$ cat src/rtl/ctrl_pkg.sv
// Shared opcode values and the per-stage control bundle for the MIPS control pipeline.
package ctrl_pkg;

  localparam logic [5:0] OP_RTYPE = 6'b000000;
  localparam logic [5:0] OP_J     = 6'b000010;
  localparam logic [5:0] OP_JAL   = 6'b000011;
  localparam logic [5:0] OP_BEQ   = 6'b000100;
  localparam logic [5:0] OP_BNE   = 6'b000101;
  localparam logic [5:0] OP_ADDI  = 6'b001000;
  localparam logic [5:0] OP_ADDIU = 6'b001001;
  localparam logic [5:0] OP_SLTI  = 6'b001010;
  localparam logic [5:0] OP_ANDI  = 6'b001100;
  localparam logic [5:0] OP_ORI   = 6'b001101;
  localparam logic [5:0] OP_XORI  = 6'b001110;
  localparam logic [5:0] OP_COP0  = 6'b010000;
  localparam logic [5:0] OP_LW    = 6'b100011;
  localparam logic [5:0] OP_SW    = 6'b101011;

  typedef struct packed {
    logic valid;
    logic reg_write;
    logic mem_read;
    logic mem_write;
    logic mem_to_reg;
    logic alu_src;
    logic zero_ext;
    logic branch;
    logic bne;
    logic jump;
    logic is_jal;
    logic illegal;
  } ctrl_t;

  localparam int    CTRL_W      = $bits(ctrl_t);
  localparam ctrl_t CTRL_BUBBLE = '0;

endpackage

$ cat src/rtl/ctrl_pipeline_if.sv
// IF/ID instruction feed, branch resolution and per-stage control outputs of ctrl_pipeline.
interface ctrl_pipeline_if
  import ctrl_pkg::*;
#(
  parameter int REG_AW     = 5,
  parameter int PERF_CNT_W = 16
);
  logic                  instr_valid_i;
  logic [31:0]           instr_i;
  logic                  ex_taken_i;
  logic                  id_stall_o;
  logic                  id_flush_o;
  logic                  id_jump_o;
  ctrl_t                 ex_ctrl_o;
  ctrl_t                 mem_ctrl_o;
  ctrl_t                 wb_ctrl_o;
  logic [REG_AW-1:0]     ex_dst_o;
  logic [REG_AW-1:0]     mem_dst_o;
  logic [REG_AW-1:0]     wb_dst_o;
  logic [PERF_CNT_W-1:0] stall_cnt_o;
  logic [PERF_CNT_W-1:0] flush_cnt_o;

  modport master (
    output instr_valid_i, instr_i, ex_taken_i,
    input  id_stall_o, id_flush_o, id_jump_o,
    input  ex_ctrl_o, mem_ctrl_o, wb_ctrl_o,
    input  ex_dst_o, mem_dst_o, wb_dst_o,
    input  stall_cnt_o, flush_cnt_o
  );

  modport slave (
    input  instr_valid_i, instr_i, ex_taken_i,
    output id_stall_o, id_flush_o, id_jump_o,
    output ex_ctrl_o, mem_ctrl_o, wb_ctrl_o,
    output ex_dst_o, mem_dst_o, wb_dst_o,
    output stall_cnt_o, flush_cnt_o
  );
endinterface

$ cat src/rtl/ctrl_decode.sv
// Combinational decode of the IF/ID instruction into a control bundle,
// destination register and an "rt is a source operand" flag.
module ctrl_decode
  import ctrl_pkg::*;
#(
  parameter int REG_AW = 5,
  parameter int RA_REG = 31
) (
  input  logic              valid_i,
  input  logic [31:0]       instr_i,
  output ctrl_t             ctrl_o,
  output logic [REG_AW-1:0] dst_o,
  output logic              uses_rt_o
);

  logic [5:0]        op;
  logic [REG_AW-1:0] rt;
  logic [REG_AW-1:0] rd;
  logic              unused_bits;

  assign op          = instr_i[31:26];
  assign rt          = instr_i[16 +: REG_AW];
  assign rd          = instr_i[11 +: REG_AW];
  assign unused_bits = ^{instr_i[25:21], instr_i[10:0]};

  always_comb begin
    ctrl_o    = CTRL_BUBBLE;
    dst_o     = '0;
    uses_rt_o = 1'b0;
    if (valid_i) begin
      ctrl_o.valid = 1'b1;
      dst_o        = rt;
      case (op)
        OP_RTYPE: begin
          ctrl_o.reg_write = 1'b1;
          dst_o            = rd;
          uses_rt_o        = 1'b1;
        end
        OP_J: ctrl_o.jump = 1'b1;
        OP_JAL: begin
          ctrl_o.jump      = 1'b1;
          ctrl_o.is_jal    = 1'b1;
          ctrl_o.reg_write = 1'b1;
          dst_o            = REG_AW'(RA_REG);
        end
        OP_BEQ: begin
          ctrl_o.branch = 1'b1;
          uses_rt_o     = 1'b1;
        end
        OP_BNE: begin
          ctrl_o.branch = 1'b1;
          ctrl_o.bne    = 1'b1;
          uses_rt_o     = 1'b1;
        end
        OP_ADDI, OP_ADDIU, OP_SLTI: begin
          ctrl_o.reg_write = 1'b1;
          ctrl_o.alu_src   = 1'b1;
        end
        OP_ANDI, OP_ORI, OP_XORI: begin
          ctrl_o.reg_write = 1'b1;
          ctrl_o.alu_src   = 1'b1;
          ctrl_o.zero_ext  = 1'b1;
        end
        OP_COP0: ctrl_o.reg_write = 1'b1;
        OP_LW: begin
          ctrl_o.reg_write  = 1'b1;
          ctrl_o.mem_read   = 1'b1;
          ctrl_o.mem_to_reg = 1'b1;
          ctrl_o.alu_src    = 1'b1;
        end
        OP_SW: begin
          ctrl_o.mem_write = 1'b1;
          ctrl_o.alu_src   = 1'b1;
          uses_rt_o        = 1'b1;
        end
        default: ctrl_o.illegal = 1'b1;
      endcase
      // $0 is hardwired, so a write to it is never architecturally visible.
      if (dst_o == '0) ctrl_o.reg_write = 1'b0;
    end
  end

endmodule

$ cat src/rtl/ctrl_pipeline.sv
// Stage-aware control path: ID decode -> EX/MEM/WB bundles, flush on taken branch.
// Load-use stall detection and its counter exist only when CTRL_HAZARD_EN is defined.
module ctrl_pipeline
  import ctrl_pkg::*;
#(
  parameter int REG_AW     = 5,
  parameter int RA_REG     = 31,
  parameter int PERF_CNT_W = 16
) (
  input  logic          clk,
  input  logic          rst_n,
  ctrl_pipeline_if.slave bus
);

  ctrl_t             dec_ctrl;
  logic [REG_AW-1:0] dec_dst;
  logic              dec_uses_rt;
  logic [REG_AW-1:0] id_rs;
  logic [REG_AW-1:0] id_rt;
  logic              hazard;
  logic              stall;
  logic              flush;
  logic              unused_bits;

  // Index 0 = EX, 1 = MEM, 2 = WB.
  ctrl_t             stage_ctrl_q [3];
  logic [REG_AW-1:0] stage_dst_q  [3];
  ctrl_t             ex_ctrl_d;
  logic [REG_AW-1:0] ex_dst_d;

  logic [PERF_CNT_W-1:0] flush_cnt_q;
  logic [PERF_CNT_W-1:0] flush_cnt_d;

  ctrl_decode #(
    .REG_AW (REG_AW),
    .RA_REG (RA_REG)
  ) u_decode (
    .valid_i   (bus.instr_valid_i),
    .instr_i   (bus.instr_i),
    .ctrl_o    (dec_ctrl),
    .dst_o     (dec_dst),
    .uses_rt_o (dec_uses_rt)
  );

  assign id_rs = bus.instr_i[21 +: REG_AW];
  assign id_rt = bus.instr_i[16 +: REG_AW];

`ifdef CTRL_HAZARD_EN
  logic [PERF_CNT_W-1:0] stall_cnt_q;
  logic [PERF_CNT_W-1:0] stall_cnt_d;

  assign hazard = stage_ctrl_q[0].valid && stage_ctrl_q[0].mem_read &&
                  (stage_dst_q[0] != '0) &&
                  ((stage_dst_q[0] == id_rs) ||
                   (dec_uses_rt && (stage_dst_q[0] == id_rt)));
  assign stall_cnt_d = (stall && !(&stall_cnt_q)) ? stall_cnt_q + 1'b1 : stall_cnt_q;

  always_ff @(posedge clk or negedge rst_n) begin
    if (!rst_n) stall_cnt_q <= '0;
    else        stall_cnt_q <= stall_cnt_d;
  end

  assign bus.stall_cnt_o = stall_cnt_q;
  assign unused_bits     = ^{bus.instr_i[31:26], bus.instr_i[15:0]};
`else
  assign hazard          = 1'b0;
  assign bus.stall_cnt_o = '0;
  assign unused_bits     = ^{bus.instr_i, id_rs, id_rt, dec_uses_rt,
                             stage_ctrl_q[0].mem_read};
`endif

  // A taken branch squashes ID, so it overrides any stall on that same slot.
  assign flush = bus.ex_taken_i;
  assign stall = hazard && !flush;

  assign ex_ctrl_d   = (stall || flush) ? CTRL_BUBBLE : dec_ctrl;
  assign ex_dst_d    = (stall || flush) ? '0 : dec_dst;
  assign flush_cnt_d = (flush && !(&flush_cnt_q)) ? flush_cnt_q + 1'b1 : flush_cnt_q;

  always_ff @(posedge clk or negedge rst_n) begin
    if (!rst_n) begin
      for (int i = 0; i < 3; i++) begin
        stage_ctrl_q[i] <= CTRL_BUBBLE;
        stage_dst_q[i]  <= '0;
      end
      flush_cnt_q <= '0;
    end else begin
      stage_ctrl_q[0] <= ex_ctrl_d;
      stage_dst_q[0]  <= ex_dst_d;
      for (int i = 1; i < 3; i++) begin
        stage_ctrl_q[i] <= stage_ctrl_q[i-1];
        stage_dst_q[i]  <= stage_dst_q[i-1];
      end
      flush_cnt_q <= flush_cnt_d;
    end
  end

  assign bus.id_stall_o  = stall;
  assign bus.id_flush_o  = flush;
  assign bus.id_jump_o   = dec_ctrl.jump;
  assign bus.ex_ctrl_o   = stage_ctrl_q[0];
  assign bus.mem_ctrl_o  = stage_ctrl_q[1];
  assign bus.wb_ctrl_o   = stage_ctrl_q[2];
  assign bus.ex_dst_o    = stage_dst_q[0];
  assign bus.mem_dst_o   = stage_dst_q[1];
  assign bus.wb_dst_o    = stage_dst_q[2];
  assign bus.flush_cnt_o = flush_cnt_q;

endmodule

$ cat src/flat_wrapper.sv
// flat-port wrapper written by rule: the top's interface ports become plain ports
module ctrl_pipeline_flat import ctrl_pkg::*;
#(
  parameter int REG_AW     = 5,
  parameter int RA_REG     = 31,
  parameter int PERF_CNT_W = 16
)
  (clk, rst_n, bus_instr_valid_i, bus_instr_i, bus_ex_taken_i, bus_id_stall_o, bus_id_flush_o, bus_id_jump_o, bus_ex_ctrl_o, bus_mem_ctrl_o, bus_wb_ctrl_o, bus_ex_dst_o, bus_mem_dst_o, bus_wb_dst_o, bus_stall_cnt_o, bus_flush_cnt_o);
  ctrl_pipeline_if #(.REG_AW(REG_AW), .PERF_CNT_W(PERF_CNT_W)) bus_i ();
  input  logic clk;
  input  logic rst_n;
  input wire logic [$bits(bus_i.instr_valid_i)-1:0] bus_instr_valid_i;
  input wire logic [$bits(bus_i.instr_i)-1:0] bus_instr_i;
  input wire logic [$bits(bus_i.ex_taken_i)-1:0] bus_ex_taken_i;
  output wire logic [$bits(bus_i.id_stall_o)-1:0] bus_id_stall_o;
  output wire logic [$bits(bus_i.id_flush_o)-1:0] bus_id_flush_o;
  output wire logic [$bits(bus_i.id_jump_o)-1:0] bus_id_jump_o;
  output wire logic [$bits(bus_i.ex_ctrl_o)-1:0] bus_ex_ctrl_o;
  output wire logic [$bits(bus_i.mem_ctrl_o)-1:0] bus_mem_ctrl_o;
  output wire logic [$bits(bus_i.wb_ctrl_o)-1:0] bus_wb_ctrl_o;
  output wire logic [$bits(bus_i.ex_dst_o)-1:0] bus_ex_dst_o;
  output wire logic [$bits(bus_i.mem_dst_o)-1:0] bus_mem_dst_o;
  output wire logic [$bits(bus_i.wb_dst_o)-1:0] bus_wb_dst_o;
  output wire logic [$bits(bus_i.stall_cnt_o)-1:0] bus_stall_cnt_o;
  output wire logic [$bits(bus_i.flush_cnt_o)-1:0] bus_flush_cnt_o;
  assign bus_i.instr_valid_i = bus_instr_valid_i;
  assign bus_i.instr_i = bus_instr_i;
  assign bus_i.ex_taken_i = bus_ex_taken_i;
  assign bus_id_stall_o = bus_i.id_stall_o;
  assign bus_id_flush_o = bus_i.id_flush_o;
  assign bus_id_jump_o = bus_i.id_jump_o;
  assign bus_ex_ctrl_o = bus_i.ex_ctrl_o;
  assign bus_mem_ctrl_o = bus_i.mem_ctrl_o;
  assign bus_wb_ctrl_o = bus_i.wb_ctrl_o;
  assign bus_ex_dst_o = bus_i.ex_dst_o;
  assign bus_mem_dst_o = bus_i.mem_dst_o;
  assign bus_wb_dst_o = bus_i.wb_dst_o;
  assign bus_stall_cnt_o = bus_i.stall_cnt_o;
  assign bus_flush_cnt_o = bus_i.flush_cnt_o;
  ctrl_pipeline #(.REG_AW(REG_AW), .RA_REG(RA_REG), .PERF_CNT_W(PERF_CNT_W)) u_core (.clk(clk), .rst_n(rst_n), .bus(bus_i));
endmodule
$ cat config.mk
export PLATFORM = sky130hd
export DESIGN_NAME = ctrl_pipeline_flat
export DESIGN_NICKNAME = d
export VERILOG_FILES = /design/src/rtl/ctrl_pkg.sv /design/src/rtl/ctrl_pipeline_if.sv /design/src/rtl/ctrl_decode.sv /design/src/rtl/ctrl_pipeline.sv /design/src/flat_wrapper.sv
export SDC_FILE = /design/constraint.sdc
export NUM_CORES = 1
export LEC_CHECK = 0
export ABC_CLOCK_PERIOD_IN_PS = 1970
export BUFFER_PORTS_ARGS = -buffer_cell sky130_fd_sc_hd__buf_2
export CAP_MARGIN = 15
export CORE_UTILIZATION = 35
export CTS_BUF_LIST = sky130_fd_sc_hd__clkbuf_4 sky130_fd_sc_hd__clkbuf_8
export CTS_CLUSTER_SIZE = 28
export DETAILED_ROUTE_END_ITERATION = 10
export HOLD_SLACK_MARGIN = 0.05
export PLACE_DENSITY = 0.65
export SLEW_MARGIN = 20
export SYNTH_ARGS = -nofsm -noshare
export SYNTH_HDL_FRONTEND = slang
export SYNTH_SLANG_ARGS = --single-unit
$ cat constraint.sdc
create_clock -name clk -period 1.97 [get_ports clk]
set_clock_uncertainty 0.15 [all_clocks]
set_input_delay 0.197 -clock clk [delete_from_list [all_inputs] [get_ports clk]]
set_output_delay 0.197 -clock clk [all_outputs]
set_load 0.005 [all_outputs]
==> results of run 1 <==
[tightest hold or removal path: cells and delay by family]
family	cells	cell delay [ns]
buffers and inverters	1	0.17
AND/OR/NAND/NOR	1	0.10
XOR/XNOR	1	0.06
[cell usage in the layout, fill, tap and decap left out, types with 5 or more instances in the layout]
| cell type | count |
|---|---|
| a21oi_1 | 5 |
| and3_1 | 6 |
| buf_2 | 88 |
| buf_4 | 21 |
| clkbuf_8 | 9 |
| conb_1 | 17 |
| dfrtp_1 | 64 |
| dlygate4sd3_1 | 16 |
| nand2_1 | 9 |
| nand3_1 | 12 |
| nand4_1 | 8 |
| nor2_1 | 12 |
| nor3_1 | 6 |
| xnor2_1 | 15 |
[cells in the mapped netlist]
| cell | number | area share, % |
|---|---|---|
| dfrtp_1 | 64 | 65 |
| buf_4 | 21 | 6.4 |
| xnor2_1 | 15 | 5.4 |
| nand3_1 | 12 | 2.4 |
| nor2_1 | 12 | 1.8 |
| nand2_1 | 9 | 1.4 |
| nand4_1 | 8 | 2.0 |
| and3_1 | 6 | 1.5 |
| nor3_1 | 6 | 1.2 |
| a21oi_1 | 5 | 1.0 |
| mux2i_1 | 4 | 1.6 |
| or3_1 | 4 | 1.0 |
| or4_1 | 4 | 1.2 |
| inv_1 | 3 | 0.46 |
| nor4_1 | 3 | 0.77 |
| and2_1 | 2 | 0.51 |
| clkbuf_1 | 2 | 0.31 |
| o21ai_0 | 2 | 0.41 |
| or3_2 | 2 | 0.61 |
| a211oi_1 | 1 | 0.31 |
| buf_2 | 1 | 0.20 |
| buf_6 | 1 | 0.46 |
| conb_1 | 1 | 0.15 |
| ha_1 | 1 | 0.51 |
| mux2_2 | 1 | 0.46 |
| nor3b_1 | 1 | 0.31 |
| o211a_1 | 1 | 0.41 |
| o211ai_1 | 1 | 0.31 |
| o22a_1 | 1 | 0.36 |
| or2b_1 | 1 | 0.31 |
| or3b_2 | 1 | 0.36 |
| or4_2 | 1 | 0.36 |
[how the worst max path moves through the flow]
stage	slack [ns]	cells after the start	from	end
after floorplan	0.03	5	u_core.bus.flush_cnt_o[12]	u_core.bus.flush_cnt_o[1]
after global placement	0.02	5	bus_instr_i[29]	u_core.bus.ex_ctrl_o[10]
after detailed placement	0.001	5	bus_instr_i[29]	u_core.bus.ex_ctrl_o[10]
after CTS	0.08	4	u_core.bus.flush_cnt_o[15]	u_core.bus.flush_cnt_o[1]
after global routing	-0.01	4	u_core.bus.flush_cnt_o[12]	u_core.bus.flush_cnt_o[1]
final	0.13	4	u_core.bus.flush_cnt_o[12]	u_core.bus.flush_cnt_o[1]
[through the flow]
step | hold slack (ns) | util [%] | std cells
after CTS | 0.0514 | 50.4 | 425
after floorplan | -0.249 | - | 213
after global placement | -0.119 | 45.1 | 393
final | 0.0871 | 50.5 | 426
after detailed placement | -0.118 | 45.1 | 393
after global routing | 0.0827 | 50.5 | 426
[sequential cells by signal (all words and copies together), names as in the netlist]
| signal | count |
|---|---|
| u_core.bus.flush_cnt_o | 16 |
| u_core.bus.wb_ctrl_o | 11 |
| u_core.bus.mem_dst_o | 5 |
| u_core.bus.mem_ctrl_o | 11 |
| u_core.bus.ex_dst_o | 5 |
| u_core.bus.ex_ctrl_o | 11 |
| u_core.bus.wb_dst_o | 5 |
[final cells by class]
class	instances	area [µm²]
fill	628	3360
sequential	64	1600
timing repair buffer	126	778
multi-input combinational	121	721
clock buffer	10	131
tap	96	120
clock inverter	6	70.1
inverter	3	11.3
[power by group]
group / switching (mW) / total (mW) / internal, mW
clock: 0.508 / 1.11 / 0.602
combinational: 0.212 / 0.453 / 0.241
sequential: 0.0710 / 1.48 / 1.41
[what timing repair did]
item / 4_1_cts / 5_1_grt
setup buffers: 0 / 1
hold buffers: 16 / 0
endpoints found under the setup margin: 0 / 1
gates resized for setup: 0 / 1
endpoints found under the hold margin: 74 / 0
[cell families (layout without fill, tap and decap cells)]
family                     Yosys count  count (layout)  synth area share [%]
and+or+nand+nor                     72              72                  15.9
DFF                                 64              64                  65.3
adders and majority gates            1               1                 0.510
muxes                                5               5                  2.09
other                                1              17                 0.153
xor gates and xnor gates            15              15                  5.36
AOI/OAI and AO/OA                   11              11                  2.81
buffers and inverters               28             145                  7.86
[per-layer routing]
layer  global-route usage, %  vias up  share of wire, %
met5                       0        -                 0
met4                    9.39        0               2.9
met3                    4.04       14               5.6
met2                    23.9       81                48
met1                    18.6      897                43
li1                        -      900                 -
==> impl_metrics.env, run 1 <==
export IMPL_cp_cell_sequence="nand4_1 -> or4_1 -> nand2_1 -> mux2_2"
export IMPL_htree_num_levels=3
export IMPL_vias=1892
export IMPL_initial_utilization_pct=36.1
export IMPL_reg2reg_to="u_core.bus.flush_cnt_o[1]"
export IMPL_ios=122
export IMPL_rows=30
export IMPL_crit_fanout=4
export IMPL_worstSetupEndpointType="register"
export IMPL_clockBufferDepth=2
export IMPL_grt_max_degree=61
export IMPL_hold_viol_final=0
export IMPL_setup_violations=0
export IMPL_worstHoldStart="bus_ex_taken_i"
export IMPL_die_area_mm2=0.00735
export IMPL_grt_pass1_wl_um=8400
export IMPL_hold_path_class="in2reg"
export IMPL_ys_seq_elements=64
export IMPL_cts_root_buf="clkbuf_8"
export IMPL_crit_path_top_delay_cell="or4_1"
export IMPL_synthToLayoutAreaGrowth_pct=40.0
export IMPL_totalPowerFinal_mw=3.04
export IMPL_die_w_um=85.7
export IMPL_hold_depth=3
export IMPL_coreArea_mm2=0.00679
export IMPL_synth_cells=197
export IMPL_drc=0
export IMPL_clkTransAtPathRegs_ns=0.07
export IMPL_max_freq_mhz=543
export IMPL_max_cap_violations=0
export IMPL_cp_top_family="simple AND/OR/NAND/NOR gates"
export IMPL_path_buf_inv=0
export IMPL_start_kind="register"
export IMPL_first_pass_iters=4
export IMPL_r2r_start="u_core.bus.flush_cnt_o[12]"
export IMPL_dieHeight_um=85.7
export IMPL_fin_nets=362
export IMPL_gr_usage_all_layers_pct=15.2
export IMPL_timing_final_ws_setup_ns=0.128
export IMPL_final_area_mm2=0.00343
export IMPL_synthDistinctLibCells=32
export IMPL_slew_headroom_pct=63.9
export IMPL_via_per_inst=4.44
export IMPL_cts_tree="yes"
export IMPL_ir_drop_mv=0.305
export IMPL_insertion_delay_ns=0.34
export IMPL_drt_total_wl_um=5280
export IMPL_num_antenna_cells=0
export IMPL_finalSetupTns_ns=0
export IMPL_reg2reg_slack_ns=0.13
export IMPL_tightest_slew_ns=0.536
export IMPL_grt_pass1_vias=1734
export IMPL_status="completed"
export IMPL_syn_avg_cell_area_um2=12.4
export IMPL_grt_overflow=0
export IMPL_seq_area_frac_synth_pct=65.3
export IMPL_numCtsBuffers=9
export IMPL_critPathMaxStageDelay_ns=0.59
export IMPL_crit_type="reg2reg"
export IMPL_p_per_area_mw_per_mm2=886
export IMPL_placed_cell_area_mm2=0.00306
export IMPL_fin_crit_sh_pct=93.5
export IMPL_whs_endpoint="u_core.bus.flush_cnt_o[6]"
export IMPL_worst_r2r_path_depth=4
export IMPL_io_buffers=88
export IMPL_antenna_found_initial=0
export IMPL_min_period_ns=1.84
export IMPL_place_congestion=0.835
export IMPL_leakagePower_nw=1.87
export IMPL_slew_viol_final=0
export IMPL_ant_nets=0
export IMPL_drt_iter0_drc=91
export IMPL_synth_area_mm2=0.00245
export IMPL_drive_gt1_share_pct=40.0
export IMPL_wl_per_cell_um=12.4
export IMPL_yosysWarnings=0
export IMPL_cp_required_ns=2.04
export IMPL_cts_sinks=64
export IMPL_critPathArrivalTime_ns=1.91
export IMPL_dpl_worst_slack_ns=0.00132
export IMPL_place_hpwl_um=3640
(Power assumes the default switching activity.)
==> inputs of run 2 (changes only) <==
Settings changed: BUFFER_PORTS_ARGS -buffer_cell sky130_fd_sc_hd__buf_2 to -buffer_cell sky130_fd_sc_hd__buf_4, CELL_PAD_IN_SITES_DETAIL_PLACEMENT set to 0, CELL_PAD_IN_SITES_GLOBAL_PLACEMENT set to 1, CORE_UTILIZATION 35 to 32, PLACE_DENSITY 0.65 to 0.77.
==> run 2 against run 1 <==
Against the previous run: sequential share of layout area is 2.8 points lower; critical path type unchanged; sequential power hardly changed; hold slack worse by 0.015 ns; register-to-register slack worse by 0.03 ns; final cell count is 0.70% lower; non-clock buffer count is 5 lower; routed wire length is 0.83% lower; combinational power is 15% higher; global-route usage is 1.5 points lower; fmax is 1.8% lower; clock power is 19% higher.
==> impl_metrics.env, run 2 (synthesized netlist as in run 1, its figures left out) <==
export IMPL_status="completed"
export IMPL_clockBufferDepth=2
export IMPL_cts_sinks=64
export IMPL_nFillCells=649
export IMPL_hold_depth=3
export IMPL_ios=122
export IMPL_critPathArrivalTime_ns=1.94
export IMPL_ir_drop_mv=0.284
export IMPL_fin_nets=357
export IMPL_via_per_inst=4.35
export IMPL_htree_num_levels=3
export IMPL_gr_usage_all_layers_pct=13.7
export IMPL_max_cap_violations=0
export IMPL_drc=0
export IMPL_start_kind="register"
export IMPL_drt_total_wl_um=5230
export IMPL_clkTransAtPathRegs_ns=0.07
export IMPL_grt_overflow=0
export IMPL_crit_fanout=4
export IMPL_multi_input_area_um2=726
export IMPL_use_met2_pct=21.1
export IMPL_place_congestion=0.762
export IMPL_layout_commonest_cell="buf_4"
export IMPL_coreArea_mm2=0.00733
export IMPL_hold_viol_final=0
export IMPL_largest_reg_flops=16
export IMPL_dieHeight_um=89.5
export IMPL_worstSetupEndpointType="register"
export IMPL_final_cell_mix="buf_4 (108), dfrtp_1 (64), conb_1 (17)"
export IMPL_critPathMaxStageDelay_ns=0.59
export IMPL_numCtsBuffers=9
export IMPL_path_depth=4
export IMPL_crit_path_top_delay_cell="or4_4"
export IMPL_cp_cell_sequence="nand4_1 -> or4_4 -> nand2_1 -> mux2_2"
export IMPL_cp_required_ns=2.04
export IMPL_drive_gt1_share_pct=40.1
export IMPL_die_area_mm2=0.00802
export IMPL_slew_viol_final=0
export IMPL_seqCellArea_mm2=0.00160
export IMPL_grt_util_met1_pct=17.0
export IMPL_reg2reg_slack_ns=0.09
export IMPL_path_buf_inv=0
export IMPL_hold_ws_ns=0.0725
export IMPL_wl_per_cell_um=12.4
export IMPL_final_cells=423
export IMPL_min_period_ns=1.88
export IMPL_grt_busiest_layer="met2"
export IMPL_cp_top_family="simple AND/OR/NAND/NOR gates"
export IMPL_antenna_found_initial=0
export IMPL_insertion_delay_ns=0.33
export IMPL_fin_crit_sh_pct=95.2
export IMPL_leakagePower_nw=1.89
export IMPL_cts_root_buf="clkbuf_8"
export IMPL_place_hpwl_um=3990
export IMPL_num_antenna_cells=0
export IMPL_grt_pass1_wl_um=8060
export IMPL_drt_iter0_drc=59
export IMPL_die_w_um=89.5
export IMPL_setup_violations=0
export IMPL_grt_max_degree=38
export IMPL_synthToLayoutAreaGrowth_pct=48.9
export IMPL_p_per_area_mw_per_mm2=909
export IMPL_vias=1841
export IMPL_max_freq_mhz=533
export IMPL_first_pass_iters=4
export IMPL_rows=31
export IMPL_grtUsageMet3_pct=4.62
export IMPL_grt_pass1_vias=1688
export IMPL_placed_cells=395
export IMPL_cts_tree="yes"
export IMPL_ant_nets=0
export IMPL_worst_r2r_path_depth=4
export IMPL_initial_utilization_pct=33.5
export IMPL_hold_path_class="in2reg"
export IMPL_io_buffers=88
export IMPL_crit_type="reg2reg"
## run 2: cell types whose count changed in the layout (fill, tap and decap cells not counted), sizes merged
| cell | change |
|---|---|
| dlygate4sd3 | -4 |
| bufinv | +2 |
| buf | -1 |
| clkinv | -1 |
| clkinvlp | -2 |
## run 2: worst reg2reg max path, delay by kind of cell, from the launching register on
family / cells / cell delay (ns)
flip-flops: 1 / 0.36
multiplexers: 1 / 0.34
AND/OR/NAND/NOR: 3 / 0.93
## run 2: layout make-up
cell class              count  area share (%)
well taps                  99            3.39
repair buffers            121            26.0
flip-flops and latches     64            43.9
inverters                   3           0.308
clock inverters             5            2.91
clock buffers              10            3.60
multi-input cells         121            19.9
## run 2: worst paths after layout
kind,startpoint,end
setup / recovery,u_core.bus.flush_cnt_o[12],u_core.bus.flush_cnt_o[1]
setup reg to reg,u_core.bus.flush_cnt_o[12],u_core.bus.flush_cnt_o[1]
hold / removal,bus_ex_taken_i,u_core.bus.flush_cnt_o[12]
min in group asynchronous,rst_n,u_core.bus.mem_dst_o[0]
hold reg to reg,u_core.bus.mem_ctrl_o[4],u_core.bus.wb_ctrl_o[4]
max in group asynchronous,rst_n,u_core.bus.flush_cnt_o[9]
## run 2: power breakdown
group / switching, mW / internal [mW]
Combinational: 0.218 / 0.301
Sequential: 0.0754 / 1.41
Clock: 0.468 / 0.849
Total: 0.761 / 2.56
## run 2: repair_timing
action                     CTS  global route
hold endpoints to repair    46             0
setup endpoints to repair    0             2
hold buffers                12             0
buffers inserted             0             1
gates resized for setup      0             2
## run 2: per-layer routing
metal	up-vias	routed length [µm]
met5	-	0
met1	877	2290
met4	0	99
met2	67	2510
met3	10	340
li1	887	-
## run 2: metrics by stage
stage	TNS [ns]	power [mW]	setup slack [ns]	instance area [µm²]	utilization [%]
2_1_floorplan	0	1.71	0.0253	2510	-
3_3_place_gp	-0.0172	2.00	-0.0172	3280	44.7
3_5_place_dp	-0.00732	2.01	-0.00732	3280	44.7
4_1_cts	0	3.36	0.0254	3640	49.6
5_1_grt	-0.00309	3.47	-0.00309	3650	49.8
6_report	0	3.32	0.0944	3650	49.8
